[config.mk]
export PLATFORM = sky130hd
export DESIGN_NAME = sseg_scan_ctrl
export DESIGN_NICKNAME = d
export VERILOG_FILES = /design/src/rtl/sseg_scan_ctrl.sv
export SDC_FILE = /design/constraint.sdc
export NUM_CORES = 1
export LEC_CHECK = 0
export BUFFER_PORTS_ARGS = -buffer_cell sky130_fd_sc_hd__buf_2
export CAP_MARGIN = 10
export CELL_PAD_IN_SITES_DETAIL_PLACEMENT = 1
export CELL_PAD_IN_SITES_GLOBAL_PLACEMENT = 1
export CORE_MARGIN = 4
export CORE_UTILIZATION = 48
export CTS_CLUSTER_DIAMETER = 120
export CTS_CLUSTER_SIZE = 14
export DETAILED_ROUTE_END_ITERATION = 8
export PLACE_DENSITY_LB_ADDON = 0.1
export SYNTH_ARGS = -nofsm -noshare
export SYNTH_HDL_FRONTEND = slang
export SYNTH_SLANG_ARGS = --single-unit
[constraint.sdc]
create_clock -name clk -period 2.49 [get_ports clk]
set_clock_uncertainty 0.05 [all_clocks]
set_input_delay 0.3735 -clock clk [delete_from_list [all_inputs] [get_ports clk]]
set_output_delay 0.3735 -clock clk [all_outputs]
set_load 0.05 [all_outputs]
[src/rtl/sseg_scan_ctrl.sv]
`timescale 1ns/1ps
// sseg_scan_ctrl
// Time-multiplexed driver for a 4-digit common-anode seven-segment display.
// A free-running scan counter selects one digit at a time. A short dark
// window at the start of each digit slot prevents ghosting.
// Writes land in a pending buffer. They reach the display buffer only at
// the frame end, when the counter is all-ones, so a frame never shows a
// mix of old and new digits.
// Optional build macro: SSEG_LZB_EN enables leading-zero blanking of
// digits 3..1.
module sseg_scan_ctrl #(
   parameter int REFRESH_BITS = 18,
   parameter int BLANK_CYC    = 256
) (
   input  logic        clk,
   input  logic        reset,
   input  logic        wr_en,
   input  logic [15:0] wr_data,
   input  logic [3:0]  dp_in,
   output logic        busy,
   output logic [3:0]  an,
   output logic [7:0]  sseg
);

   // Width of the within-slot part of the counter.
   localparam int SLOT_W = REFRESH_BITS - 2;
   localparam logic [SLOT_W-1:0] BLANK_V = SLOT_W'(BLANK_CYC);
   localparam logic [REFRESH_BITS-1:0] CNT_ONE = REFRESH_BITS'(1);

   // Update handshake: IDLE means nothing is waiting. PEND means a write
   // is waiting for the next frame end.
   typedef enum logic {
      ST_IDLE,
      ST_PEND
   } state_t;

   state_t state_reg;
   state_t state_next;

   logic [REFRESH_BITS-1:0] cnt_reg;
   logic                    frame_end;
   logic                    commit;

   logic [15:0] pend_data_reg;
   logic [3:0]  pend_dp_reg;
   logic [15:0] disp_data_reg;
   logic [3:0]  disp_dp_reg;

   logic [1:0]        sel;
   logic [SLOT_W-1:0] slot;
   logic              blank;
   logic [3:0]        nib;
   logic [3:0]        dark;

   logic [3:0] an_next;
   logic [3:0] an_reg;
   logic [7:0] sseg_next;
   logic [7:0] sseg_reg;

   // Active-low hex glyphs, bit order a,b,c,d,e,f,g (a is the MSB).
   function automatic logic [6:0] hex_glyph(input logic [3:0] n);
      logic [6:0] g;
      case (n)
         4'h0:    g = 7'b0000001;
         4'h1:    g = 7'b1001111;
         4'h2:    g = 7'b0010010;
         4'h3:    g = 7'b0000110;
         4'h4:    g = 7'b1001100;
         4'h5:    g = 7'b0100100;
         4'h6:    g = 7'b0100000;
         4'h7:    g = 7'b0001111;
         4'h8:    g = 7'b0000000;
         4'h9:    g = 7'b0000100;
         4'hA:    g = 7'b0000010;
         4'hB:    g = 7'b1100000;
         4'hC:    g = 7'b0110001;
         4'hD:    g = 7'b1000010;
         4'hE:    g = 7'b0110000;
         default: g = 7'b0111000;
      endcase
      return g;
   endfunction

   // Free-running scan counter. It wraps naturally from all-ones to zero.
   always_ff @(posedge clk or posedge reset) begin
      if (reset) begin
         cnt_reg <= '0;
      end else begin
         cnt_reg <= cnt_reg + CNT_ONE;
      end
   end

   assign frame_end = &cnt_reg;

   // Handshake state register.
   always_ff @(posedge clk or posedge reset) begin
      if (reset) begin
         state_reg <= ST_IDLE;
      end else begin
         state_reg <= state_next;
      end
   end

   // Next-state logic.
   // A write that arrives in the frame-end cycle stays pending while the
   // older pending value is committed in that same cycle.
   always_comb begin
      state_next = state_reg;
      commit     = 1'b0;
      case (state_reg)
         ST_IDLE: begin
            if (wr_en) begin
               state_next = ST_PEND;
            end
         end
         ST_PEND: begin
            if (frame_end) begin
               commit = 1'b1;
               if (!wr_en) begin
                  state_next = ST_IDLE;
               end
            end
         end
         default: begin
            state_next = ST_IDLE;
         end
      endcase
   end

   assign busy = (state_reg == ST_PEND);

   // Pending and display buffers.
   // A new write overwrites the pending buffer, so the last write wins.
   // The commit reads the pending value from before this edge.
   always_ff @(posedge clk or posedge reset) begin
      if (reset) begin
         pend_data_reg <= '0;
         pend_dp_reg   <= '0;
         disp_data_reg <= '0;
         disp_dp_reg   <= '0;
      end else begin
         if (wr_en) begin
            pend_data_reg <= wr_data;
            pend_dp_reg   <= dp_in;
         end
         if (commit) begin
            disp_data_reg <= pend_data_reg;
            disp_dp_reg   <= pend_dp_reg;
         end
      end
   end

   // Digit select and the dark window at the start of each slot.
   assign sel   = cnt_reg[REFRESH_BITS-1 -: 2];
   assign slot  = cnt_reg[SLOT_W-1:0];
   assign blank = (slot < BLANK_V);
   assign nib   = disp_data_reg[{sel, 2'b00} +: 4];

   // Per-digit dark flags.
   // Digit 0 is always shown so that a zero value is still visible.
   assign dark[0] = 1'b0;

   genvar gi;
   generate
      for (gi = 1; gi < 4; gi++) begin : g_lzb
`ifdef SSEG_LZB_EN
         // A digit is dark when it and every digit to its left are zero
         // and its own decimal point is off.
         assign dark[gi] = (disp_data_reg[15:4*gi] == '0) && !disp_dp_reg[gi];
`else
         assign dark[gi] = 1'b0;
`endif
      end

      // One anode per digit. It is low only for the selected digit,
      // outside the dark window, and when the digit is not blanked.
      for (gi = 0; gi < 4; gi++) begin : g_anode
         assign an_next[gi] = !((sel == 2'(gi)) && !blank && !dark[gi]);
      end
   endgenerate

   assign sseg_next = {~disp_dp_reg[sel], hex_glyph(nib)};

   // Output registers. They give one cycle of latency from the counter
   // value to the pins.
   always_ff @(posedge clk or posedge reset) begin
      if (reset) begin
         an_reg   <= 4'b1111;
         sseg_reg <= 8'hFF;
      end else begin
         an_reg   <= an_next;
         sseg_reg <= sseg_next;
      end
   end

   assign an   = an_reg;
   assign sseg = sseg_reg;

endmodule

==> After elaboration in Yosys (flattened, before gate mapping) <==
Memories as Yosys holds them, arrays and structs flattened. A register that Yosys moved wholly into a read port is not among the register bits.
Index checks and enable logic that the tools add are counted.
{ "op_classes": {"addsub": 1, "order_cmp": 2, "eq_ne": 3, "shift": 1, "n_mux": 7, "n_bitwise": 2, "n_reduce_logical": 11} }
{ "op_table": {"columns": ["operator", "n"], "rows": [
  ["18-bit by 1-bit adder with 18-bit output, second input constant", 1],
  ["18-bit AND reduction", 1],
  ["16-bit by 9-bit < comparator with 1-bit output, second input constant", 1],
  ["16-bit by 5-bit indexed part select with 4-bit output", 1],
  ["1-bit zero test", 5],
  ["1-bit two-way mux", 5],
  ["2-bit == test, second input constant", 2],
  ["1-bit logical AND", 4],
  ["2-bit by 3-bit < comparator with 1-bit output, second input constant", 1],
  ["1-bit binary-select mux with 2-bit select", 1],
  ["2-bit by 1-bit == test with 1-bit output, second input constant", 1],
  ["2-bit zero test", 1],
  ["1-bit inverter", 2],
  ["1-bit case mux with 2 select lines", 1]
]} }
{ "word_totals": {"ff_bits": 71, "rom_bits": 112, "inputBits": 23, "output_inout_bits": 13, "elab_cells": 36, "n_memories": 1} }
{ "mem_list": {"columns": ["name", "words", "width", "rd", "rd_clocked_by_memory_dff", "wr", "line", "text"], "rows": [
  ["(no name shown)", 16, 7, 1, 1, 0, "63", "case (n)"]
]} }

==> Logic depth before layout (Yosys ltp) <==
Gate-level depths: netlist (run 1).
{ "logic_depth": {"ltp_word": 4, "mapped_depth": 7, "ltp_nobuf": 6} }

==> Worst setup path before layout (run 1) <==
OpenSTA, ideal clock, no wires.
{ "synth_path": {"kind": "register to register", "from": "reg cnt_reg[16]", "to": "reg sseg_reg[3] (netlist: sseg[3])", "setup_time_ps": 79, "t_arrival_ps": 1873, "t_required_ps": 2361, "path_slack_ps": 488, "stages_incl_launch_ff": 7, "n_path_buf": 1, "period_less_slack_ps": 2002, "path_cell_list": "dfrtp_1 -> buf_6 -> mux4_2 -> inv_1 -> ha_1 -> mux2_2 -> o21ai_0"} }
{ "synth_via": {"elab_chain_len": 1} }
{ "synth_lines": {"columns": ["element", "line", "text"], "rows": [
  ["start: declaration", "40", "logic [REFRESH_BITS-1:0] cnt_reg;"],
  ["start signal: assignment", "89", "cnt_reg <= cnt_reg + CNT_ONE;"],
  ["16-bit by 5-bit indexed part select with 4-bit output", "157", "assign nib = disp_data_reg[{sel, 2'b00} +: 4];"],
  ["end: declaration", "58", "logic [7:0] sseg_reg;"]
]} }
Every way passes these cells.
A chain may end at the register's enable or synchronous reset.

==> Final worst setup path (run 1) <==
{ "layout_path": {"from": "reg cnt_reg[17]", "to": "reg sseg_reg[3] (netlist: sseg[3])"} }
The elaborated chain is that of the path after synthesis.

==> results.ini, run 1 <==
[run_status]
outcome=completed

[detailed_routing]
drtIter0Drc=17
firstDrtPassIters=4
num_vias=1772
wl_per_cell_um=16.2
routed_wl_um=5480
postRouteAntennaNets=0
viasPerCell=5.24
post-route-drc-count=0

[worst_setup_path]
path_max_fanout=10
arrival_ns=2.27
cp-end-kind=register
worstRegToRegCells=5
worstSetupPathType=register to register
rr_startpoint=cnt_reg[17]$_DFF_PP0_
max_stage_delay_ns=0.63
crit_slowest_cell=dfrtp_1
reg2reg_to=sseg[3]$_DFF_PP1_
crit_path_start_kind=register
worstPathRequired_ns=2.70
r2r_setup_slack_ns=0.43
cp_cell_sequence=mux4_2, inv_1, ha_1, mux2_2, o21ai_0

[clock_network]
numCtsBuffers=9
cts_root_buf=clkbuf_8
cts_sinks=71
h-tree-depth=3
cts_hold_buf=0
insertion_delay_ns=0.34
post_cts_buffers=0
cts_tree=done
cts.path.max_buffers=2
cts_resized=0
clk_transition_reported_paths_ns=0.07

[timing]
rsz0062_at_grt=false
holdWs_ns=0.0371
worst_slack_ns=0.428
max_freq_mhz=485
slew_headroom_pct=62.0
worst_pin_slew_ns=0.570
final-hold-violation-count=0
setup_viol=0
fin_tns_setup_ns=0
final_max_slew_viol_count=0
period_share_pct=82.8
period_needed_ns=2.06

[pwr]
clkPwrFrac_pct=40.9
intPower_mw=1.72
swShare_pct=21.1
power.leakage_nw=1.68
pwr-share-seq_pct=55.2
powerDensity_nw_per_um2=610
p_switching_uw=460
pwr-share-comb_pct=3.9
ir_drop_mv=0.391
p_total_mw=2.18

[logic_synthesis]
netlist-cell-type-count=38
synth_cells=214
yosys-top-cells-area=dfrtp_1 (47%), dfstp_2 (10%), mux2_4 (10%)
async_flop_share_pct=100
ys_warn_count=0
synth_most_common_cell=dfrtp_1
ys_top_cells_by_count=dfrtp_1 (59), mux2_2 (22), mux2_4 (21), nand2_1 (14), dfstp_2 (12)
synth-edff-count=0
ys.flop_type=dfrtp_1
syn_area_sq_um=3130
synth_top_area_share_pct=47.2
synth_top_area_cell=dfrtp_1
syn_nets=244
ys_seq_area_share_pct=57.3
syn_avg_cell_area_sq_um=14.6
ys_seq_elements=71

[grt]
track_usage_pct=16.5
grt_max_degree=46
antenna_found_initial=0
grt_pass1_wl_um=9620
grt_pass1_vias=1998
overflow=0

[placed_design]
pre_cts_ws_ns=0.411
routabilityCongestion=0.734
placed_cells=322
hpwlAfterDp_um=3840
io_buffers=35

[final_layout]
fin_nets=286
nFillCells=644
multi_input_area_sq_um=1250
layout-drive-gt1-share_pct=44.8
largest_reg_flops=18
areaGrowthSynthToFinish_pct=14.3
post_layout_nonfiller_instances=338
antenna_cells=0
regArea_sq_um=1790

[floorplan]
dieArea_sq_um=7870
core_area_sq_um=6350
die_h_um=88.7
rows=29
die_w_um=88.7
io_pins=36
start_util_pct=49.3

[hold_path]
hp-class=primary input to async pin

[flow_run]
cap_violations=0

## how the worst max path moves through the flow
| stage | start | cells past startpoint | end |
|---|---|---|---|
| after global routing | cnt_reg[16]$_DFF_PP0_ | 5 | sseg[3]$_DFF_PP1_ |
| after detailed placement | cnt_reg[16]$_DFF_PP0_ | 5 | sseg[3]$_DFF_PP1_ |
| after global placement | cnt_reg[16]$_DFF_PP0_ | 5 | sseg[3]$_DFF_PP1_ |
| final | cnt_reg[17]$_DFF_PP0_ | 5 | sseg[3]$_DFF_PP1_ |
| after CTS | cnt_reg[16]$_DFF_PP0_ | 5 | sseg[3]$_DFF_PP1_ |
| after floorplan | reset | 1 | busy$_DFF_PP0_ |
## layout by cell type, fill, tap and decap left out, types with 3 or more instances in the layout
master,netlist,layout
dfrtp_1,59,59
buf_2,1,35
mux2_2,22,22
mux2_4,21,21
nand2_1,14,14
dfstp_2,12,12
xnor2_1,11,11
clkbuf_8,0,10
nor2_1,8,8
inv_1,8,7
ha_1,7,7
xor2_1,5,5
mux4_2,5,5
nand4_1,4,4
nand3_1,3,3
o21ai_0,3,3
clkbuf_1,2,3
## power groups by stage
stage / Clock, mW / Sequential, mW / Combinational, mW
2_1_floorplan: 0 / 1.22 / 0.0565
3_3_place_gp: 0 / 1.23 / 0.0863
3_5_place_dp: 0 / 1.23 / 0.0894
4_1_cts: 0.934 / 1.21 / 0.0895
5_1_grt: 0.982 / 1.21 / 0.0987
6_report: 0.892 / 1.20 / 0.0854
## metrics by stage
step / cell area, sq um / utilization, %
2_1_floorplan: 3130 / -
3_5_place_dp: 3380 / 53.3
3_3_place_gp: 3380 / 53.3
6_report: 3570 / 56.3
5_1_grt: 3570 / 56.3
4_1_cts: 3570 / 56.3
## layer usage
metal  global-route usage [%]  up-vias  part of all wire [%]
met3                     5.59        6                   3.8
met1                     19.4      912                    43
met2                     28.3       26                    52
li1                         -      828                     -
met5                        0        -                     0
met4                     5.63        0                   1.1
## logic make-up (layout without fill, tap and decap cells)
logic type | after synthesis | after routing | synth area share [%]
AO/OA/AOI/OAI | 12 | 12 | 2.52
XOR/XNOR | 16 | 16 | 4.48
adder cells (fa/ha/maj) | 7 | 7 | 2.80
buffers and inverters | 15 | 62 | 2.60
flip-flops | 71 | 71 | 57.3
multiplexers | 48 | 48 | 21.6
AND/OR/NAND/NOR | 45 | 45 | 8.72
## critical path: cells and delay by family (launching register included)
family          cells  cell delay, ns
mux                 2            0.70
flops               1            0.63
fa+ha+maj           1            0.27
buf+inv             1            0.18
compound gates      1            0.14
## area by class of cell
type | instances | share of cell area, %
multi-input cells | 128 | 35.1
repair buffers | 38 | 5.88
flip-flops and latches | 71 | 50.1
clock inverters | 3 | 1.19
inverters | 8 | 0.840
well taps | 77 | 2.70
clock buffers | 13 | 4.17
Note: power is estimated with default switching activity, not from simulation.
==> run 2, diff against run 1 <==
==> constraint.sdc (replaced) <==
create_clock -name clk -period 2.1 [get_ports clk]
set_clock_uncertainty 0.05 [all_clocks]
set_input_delay 0.315 -clock clk [delete_from_list [all_inputs] [get_ports clk]]
set_output_delay 0.315 -clock clk [all_outputs]
set_load 0.05 [all_outputs]
==> results.ini, run 2 (synthesis gave the netlist of run 1 again) <==
[grt]
antenna_found_initial=0  ; unchanged
grt_pass1_wl_um=10000  ; +4.4%
grt_pass1_vias=1982  ; -0.80%
overflow=0  ; unchanged
grt_max_degree=27  ; -41%
track_usage_pct=17.4  ; +0.88 points

[hold_path]
hp-start=wr_data[14]
hp-class=primary input to register

[clock_network]
cts_root_buf=clkbuf_8
cts_sinks=71  ; unchanged
numCtsBuffers=9  ; unchanged
h-tree-depth=3  ; unchanged
clk_transition_reported_paths_ns=0.07  ; about the same
cts_tree=done
insertion_delay_ns=0.35  ; about the same
cts.path.max_buffers=2  ; unchanged

[detailed_routing]
wl_per_cell_um=17.1  ; +5.4%
drtIter0Drc=29  ; +12
num_vias=1767  ; -0.28%
viasPerCell=5.15  ; -1.7%
postRouteAntennaNets=0  ; unchanged
firstDrtPassIters=4  ; unchanged
post-route-drc-count=0  ; unchanged
routed_wl_um=5870  ; +7.0%

[worst_setup_path]
worstPathRequired_ns=2.32  ; -0.38 ns
startpoint=cnt_reg[16]$_DFF_PP0_
rr_startpoint=cnt_reg[16]$_DFF_PP0_
cp_cell_sequence=mux4_2, inv_1, ha_1, mux2_2, o21ai_0
cp-end-kind=register
max_stage_delay_ns=0.57  ; -0.06 ns
crit_path_start_kind=register
crit_slowest_cell=mux4_2
worstSetupPathType=register to register
path_delay_family=multiplexers
path_buf_inv=1  ; unchanged
arrival_ns=2.18  ; -0.09 ns
path_max_fanout=5  ; -5

[pwr]
pwr-share-comb_pct=3.7  ; -0.2 points
powerDensity_nw_per_um2=794  ; +30%
power.leakage_nw=1.74  ; +3.8%
swShare_pct=19.5  ; -1.6 points
clkPwrFrac_pct=47.8  ; +6.9 points
pwr-share-seq_pct=48.5  ; -6.7 points
p_switching_uw=575  ; +25%
ir_drop_mv=0.617  ; +58%
intPower_mw=2.37  ; +38%

[final_layout]
fin_nets=291  ; +1.7%
largest_reg_flops=18  ; unchanged
mostFrequentLayoutCell=dfrtp_1
final_cell_mix=dfrtp_1 (58), buf_2 (35), mux2_2 (22), mux2_4 (21), nand2_1 (14)
areaGrowthSynthToFinish_pct=18.7
antenna_cells=0  ; unchanged
layout-drive-gt1-share_pct=46.6  ; +1.8 points

[flow_run]
cap_violations=0  ; unchanged

[floorplan]
rows=29  ; unchanged
dieArea_sq_um=7870  ; unchanged
core_area_sq_um=6350  ; unchanged
io_pins=36  ; unchanged
die_w_um=88.7  ; unchanged
die_h_um=88.7  ; unchanged
start_util_pct=49.3  ; unchanged

[timing]
max_freq_mhz=510  ; +5.1%
final_max_slew_viol_count=0  ; unchanged
setup_viol=0  ; unchanged
period_share_pct=93.4  ; +11 points
period_needed_ns=1.96  ; -0.100 ns
worst_pin_slew_ns=0.588  ; +0.0179 ns
slew_headroom_pct=60.7  ; -1.2 points
worst_slack_ns=0.138  ; -0.290 ns
fin_tns_setup_ns=0  ; unchanged
final-hold-violation-count=0  ; unchanged
rsz0062_at_grt=false

[placed_design]
io_buffers=35  ; unchanged
hpwlAfterDp_um=4170  ; +8.7%
pre_cts_ws_ns=0.0850  ; -0.326 ns
routabilityCongestion=0.750  ; +2.2%

[run_status]
outcome=completed

[run 2: changes by cell type in the layout (fill, tap and decap cells not counted), moves of 2 or more]
cell,change
clkbuf_1,-2
buf_12,+2
buf_4,+2
bufinv_16,+3
[run 2: worst paths after layout]
path                                                       to  slack (ns)  cells after the start
worst max-delay path                        sseg[3]$_DFF_PP1_        0.14                      5
worst min-delay path            pend_data_reg[14]$_DFFE_PP0P_        0.15                      2
worst max register to register              sseg[3]$_DFF_PP1_        0.14                      5
worst min register to register           cnt_reg[0]$_DFF_PP0_        0.43                      1
max in group asynchronous                   sseg[4]$_DFF_PP1_        0.89                      4
min in group asynchronous          pend_dp_reg[2]$_DFFE_PP0P_        0.53                      3
[run 2: area by class of cell]
type / instances / area (sq um)
clock buffer: 10 / 128
clock inverter: 6 / 133
fill: 633 / 2640
inverter: 8 / 33.8
multi-input combinational: 128 / 1250
sequential: 71 / 1790
tap: 77 / 96.3
timing repair buffer: 43 / 275
[run 2: per-layer routing]
metal | wire, um | global-route usage (%) | up-vias
met1 | 2480 | 20.6 | 901
met4 | 76 | 6.59 | 0
met2 | 3110 | 29.9 | 24
met5 | 0 | 0 | -
met3 | 195 | 5.03 | 6
li1 | - | - | 836
[run 2: power by group through the flow]
stage / logic [mW] / clock network [mW] / registers [mW]
finish: 0.109 / 1.41 / 1.43
global placement: 0.108 / 0 / 1.45
global route: 0.123 / 1.52 / 1.43
CTS: 0.114 / 1.45 / 1.43
detailed placement: 0.112 / 0 / 1.46
floorplan: 0.0674 / 0 / 1.45
[run 2: what timing repair did]
action | CTS | global route
setup endpoints to repair | 0 | 1
endpoints found under the hold margin | 17 | 0
setup buffers | 0 | 0
hold buffers | 1 | 0
resized for setup | 0 | 1
[run 2: stage by stage]
step | std cells | utilization, % | area (sq um) | power [mW] | hold slack (ns)
finish | 343 | 58.5 | 3710 | 2.95 | 0.145
global route | 343 | 58.5 | 3710 | 3.07 | 0.124
CTS | 343 | 58.5 | 3710 | 2.99 | 0.127
detailed placement | 326 | 54.2 | 3440 | 1.57 | 0.362
global placement | 326 | 54.2 | 3440 | 1.56 | 0.353
floorplan | 214 | - | 3130 | 1.51 | 0.393
==> run 3, diff against run 2 <==
--- a/config.mk
+++ b/config.mk
@@ -10,7 +10,7 @@
 export CELL_PAD_IN_SITES_DETAIL_PLACEMENT = 1
 export CELL_PAD_IN_SITES_GLOBAL_PLACEMENT = 1
 export CORE_MARGIN = 4
-export CORE_UTILIZATION = 48
+export CORE_UTILIZATION = 43
 export CTS_CLUSTER_DIAMETER = 120
 export CTS_CLUSTER_SIZE = 14
 export DETAILED_ROUTE_END_ITERATION = 8
==> constraint.sdc (replaced) <==
create_clock -name clk -period 1.8 [get_ports clk]
set_clock_uncertainty 0.05 [all_clocks]
set_input_delay 0.27 -clock clk [delete_from_list [all_inputs] [get_ports clk]]
set_output_delay 0.27 -clock clk [all_outputs]
set_load 0.05 [all_outputs]
==> results.ini, run 3 (synthesis gave the netlist of run 1 again) <==
[run_status]
outcome=completed

[worst_setup_path]
crit_path_start_kind=register
cp-end-kind=register
worstRegToRegCells=6  ; +1
worstPathRequired_ns=2.03  ; -0.29 ns
arrival_ns=2.03  ; -0.15 ns
worstSetupPathType=register to register
path_max_fanout=4  ; -1

[detailed_routing]
viasPerCell=5.03  ; -2.4%
wl_per_cell_um=17.6  ; +3.0%
post-route-drc-count=0  ; unchanged
postRouteAntennaNets=0  ; unchanged
drtIter0Drc=46  ; +59%
num_vias=1920  ; +8.7%
routed_wl_um=6730  ; +15%
firstDrtPassIters=4  ; unchanged

[grt]
overflow=0  ; unchanged
grt_pass1_wl_um=11000  ; +9.8%
grt_pass1_vias=2076  ; +4.7%
track_usage_pct=16.9  ; -0.51 points
antenna_found_initial=0  ; unchanged
grt_max_degree=29  ; +7.4%

[placed_design]
io_buffers=35  ; unchanged
placed_area_sq_um=3570  ; +3.7%
routabilityCongestion=0.749  ; about the same
hpwlAfterDp_um=4320  ; +3.4%

[final_layout]
multi_input_area_sq_um=1350  ; +7.7%
areaGrowthSynthToFinish_pct=26.0
layout-drive-gt1-share_pct=55.2  ; +8.6 points
nFillCells=716  ; +13%
mostFrequentLayoutCell=dfrtp_1
fin_area_sq_um=3940  ; +6.1%
largest_reg_flops=18  ; unchanged
final_cell_mix=dfrtp_1 (58), buf_2 (35), mux2_4 (22), mux2_2 (21), buf_4 (21)
antenna_cells=0  ; unchanged
fin_nets=311  ; +6.9%
regArea_sq_um=1790  ; unchanged

[timing]
final-hold-violation-count=0  ; unchanged
rsz0062_at_grt=true
max_freq_mhz=557  ; +9.3%
holdWs_ns=0.102  ; -0.0435 ns
slew_headroom_pct=64.1  ; +3.3 points
period_needed_ns=1.79  ; -0.168 ns
final_max_slew_viol_count=0  ; unchanged
worst_pin_slew_ns=0.538  ; -0.0499 ns
setup_viol=0  ; unchanged
period_share_pct=99.7  ; +6.3 points

[pwr]
powerDensity_nw_per_um2=781  ; -1.5%
ir_drop_mv=0.371  ; -40%
power.leakage_nw=1.83  ; +5.2%

[clock_network]
numCtsBuffers=9  ; unchanged
cts_tree=done
cts.path.max_buffers=2  ; unchanged
insertion_delay_ns=0.34  ; about the same
h-tree-depth=3  ; unchanged
cts_sinks=71  ; unchanged
clk_transition_reported_paths_ns=0.08  ; about the same
cts_root_buf=clkbuf_8

[flow_run]
cap_violations=0  ; unchanged

[floorplan]
dieArea_sq_um=8700  ; +11%
rows=30  ; +3.4%
io_pins=36  ; unchanged
start_util_pct=45.0  ; -4.2 points
die_h_um=93.3  ; +5.1%
die_w_um=93.3  ; +5.1%
core_area_sq_um=6940  ; +9.4%

[hold_path]
min_path_cells=2  ; unchanged
hp-class=primary input to register

## run 3: final cells by class
class / instances / area share (%)
Tap cell: 96 / 3.05
Inverter: 8 / 0.984
Clock buffer: 10 / 3.49
Multi-Input combinational cell: 129 / 34.3
Clock inverter: 6 / 1.52
Timing Repair Buffer: 62 / 11.1
Sequential cell: 71 / 45.5
## run 3: stage by stage
stage                     setup WS [ns]  setup TNS, ns  cells  utilization [%]  power (mW)
after floorplan                  -0.130         -0.156    214                -        1.76
after global placement          -0.0177        -0.0177    357             51.4        1.82
after detailed placement        -0.0728         -0.139    357             51.4        1.83
after CTS                       -0.0204        -0.0204    377             55.5        3.12
after global routing             -0.100          -1.07    382             56.7        3.23
final                           0.00557              0    382             56.7        3.08
## run 3: worst max-delay path: stages, from the launching register on
cell and delay, ns:
dfrtp_2 0.40, mux4_2 0.59, inv_4 0.11, ha_4 0.16, inv_4 0.04, mux2_4 0.27
o21ai_2 0.13
## run 3: metal layers
metal,part of all wire [%],GRT usage [%]
met5,0,0
met1,49,23.4
met2,47,25.4
met3,3.1,3.46
met4,1.8,7.69
## run 3: final timing paths
| check | from | end | slack, ns |
|---|---|---|---|
| worst min register to register | cnt_reg[15]$_DFF_PP0_ | cnt_reg[15]$_DFF_PP0_ | 0.45 |
| worst max-delay path | cnt_reg[16]$_DFF_PP0_ | sseg[3]$_DFF_PP1_ | 0.006 |
| worst min-delay path | wr_data[10] | pend_data_reg[10]$_DFFE_PP0P_ | 0.10 |
| max in group asynchronous | reset | pend_data_reg[9]$_DFFE_PP0P_ | 0.72 |
| worst max register to register | cnt_reg[16]$_DFF_PP0_ | sseg[3]$_DFF_PP1_ | 0.006 |
| min in group asynchronous | reset | pend_dp_reg[0]$_DFFE_PP0P_ | 0.47 |
## run 3: where the power goes
part,switching [mW],internal (mW),leakage [nW]
logic,0.0600,0.0683,0.853
registers,0.0256,1.64,0.883
clock network,0.614,0.670,0.0981
total,0.700,2.38,1.83
## run 3: repair_timing
action,in CTS,in global routing
gates cloned,1,2
setup endpoints to repair,6,27
pin swaps,0,4
resized for setup,8,10
hold endpoints to repair,9,0
hold buffers,1,0
buffers inserted,2,3
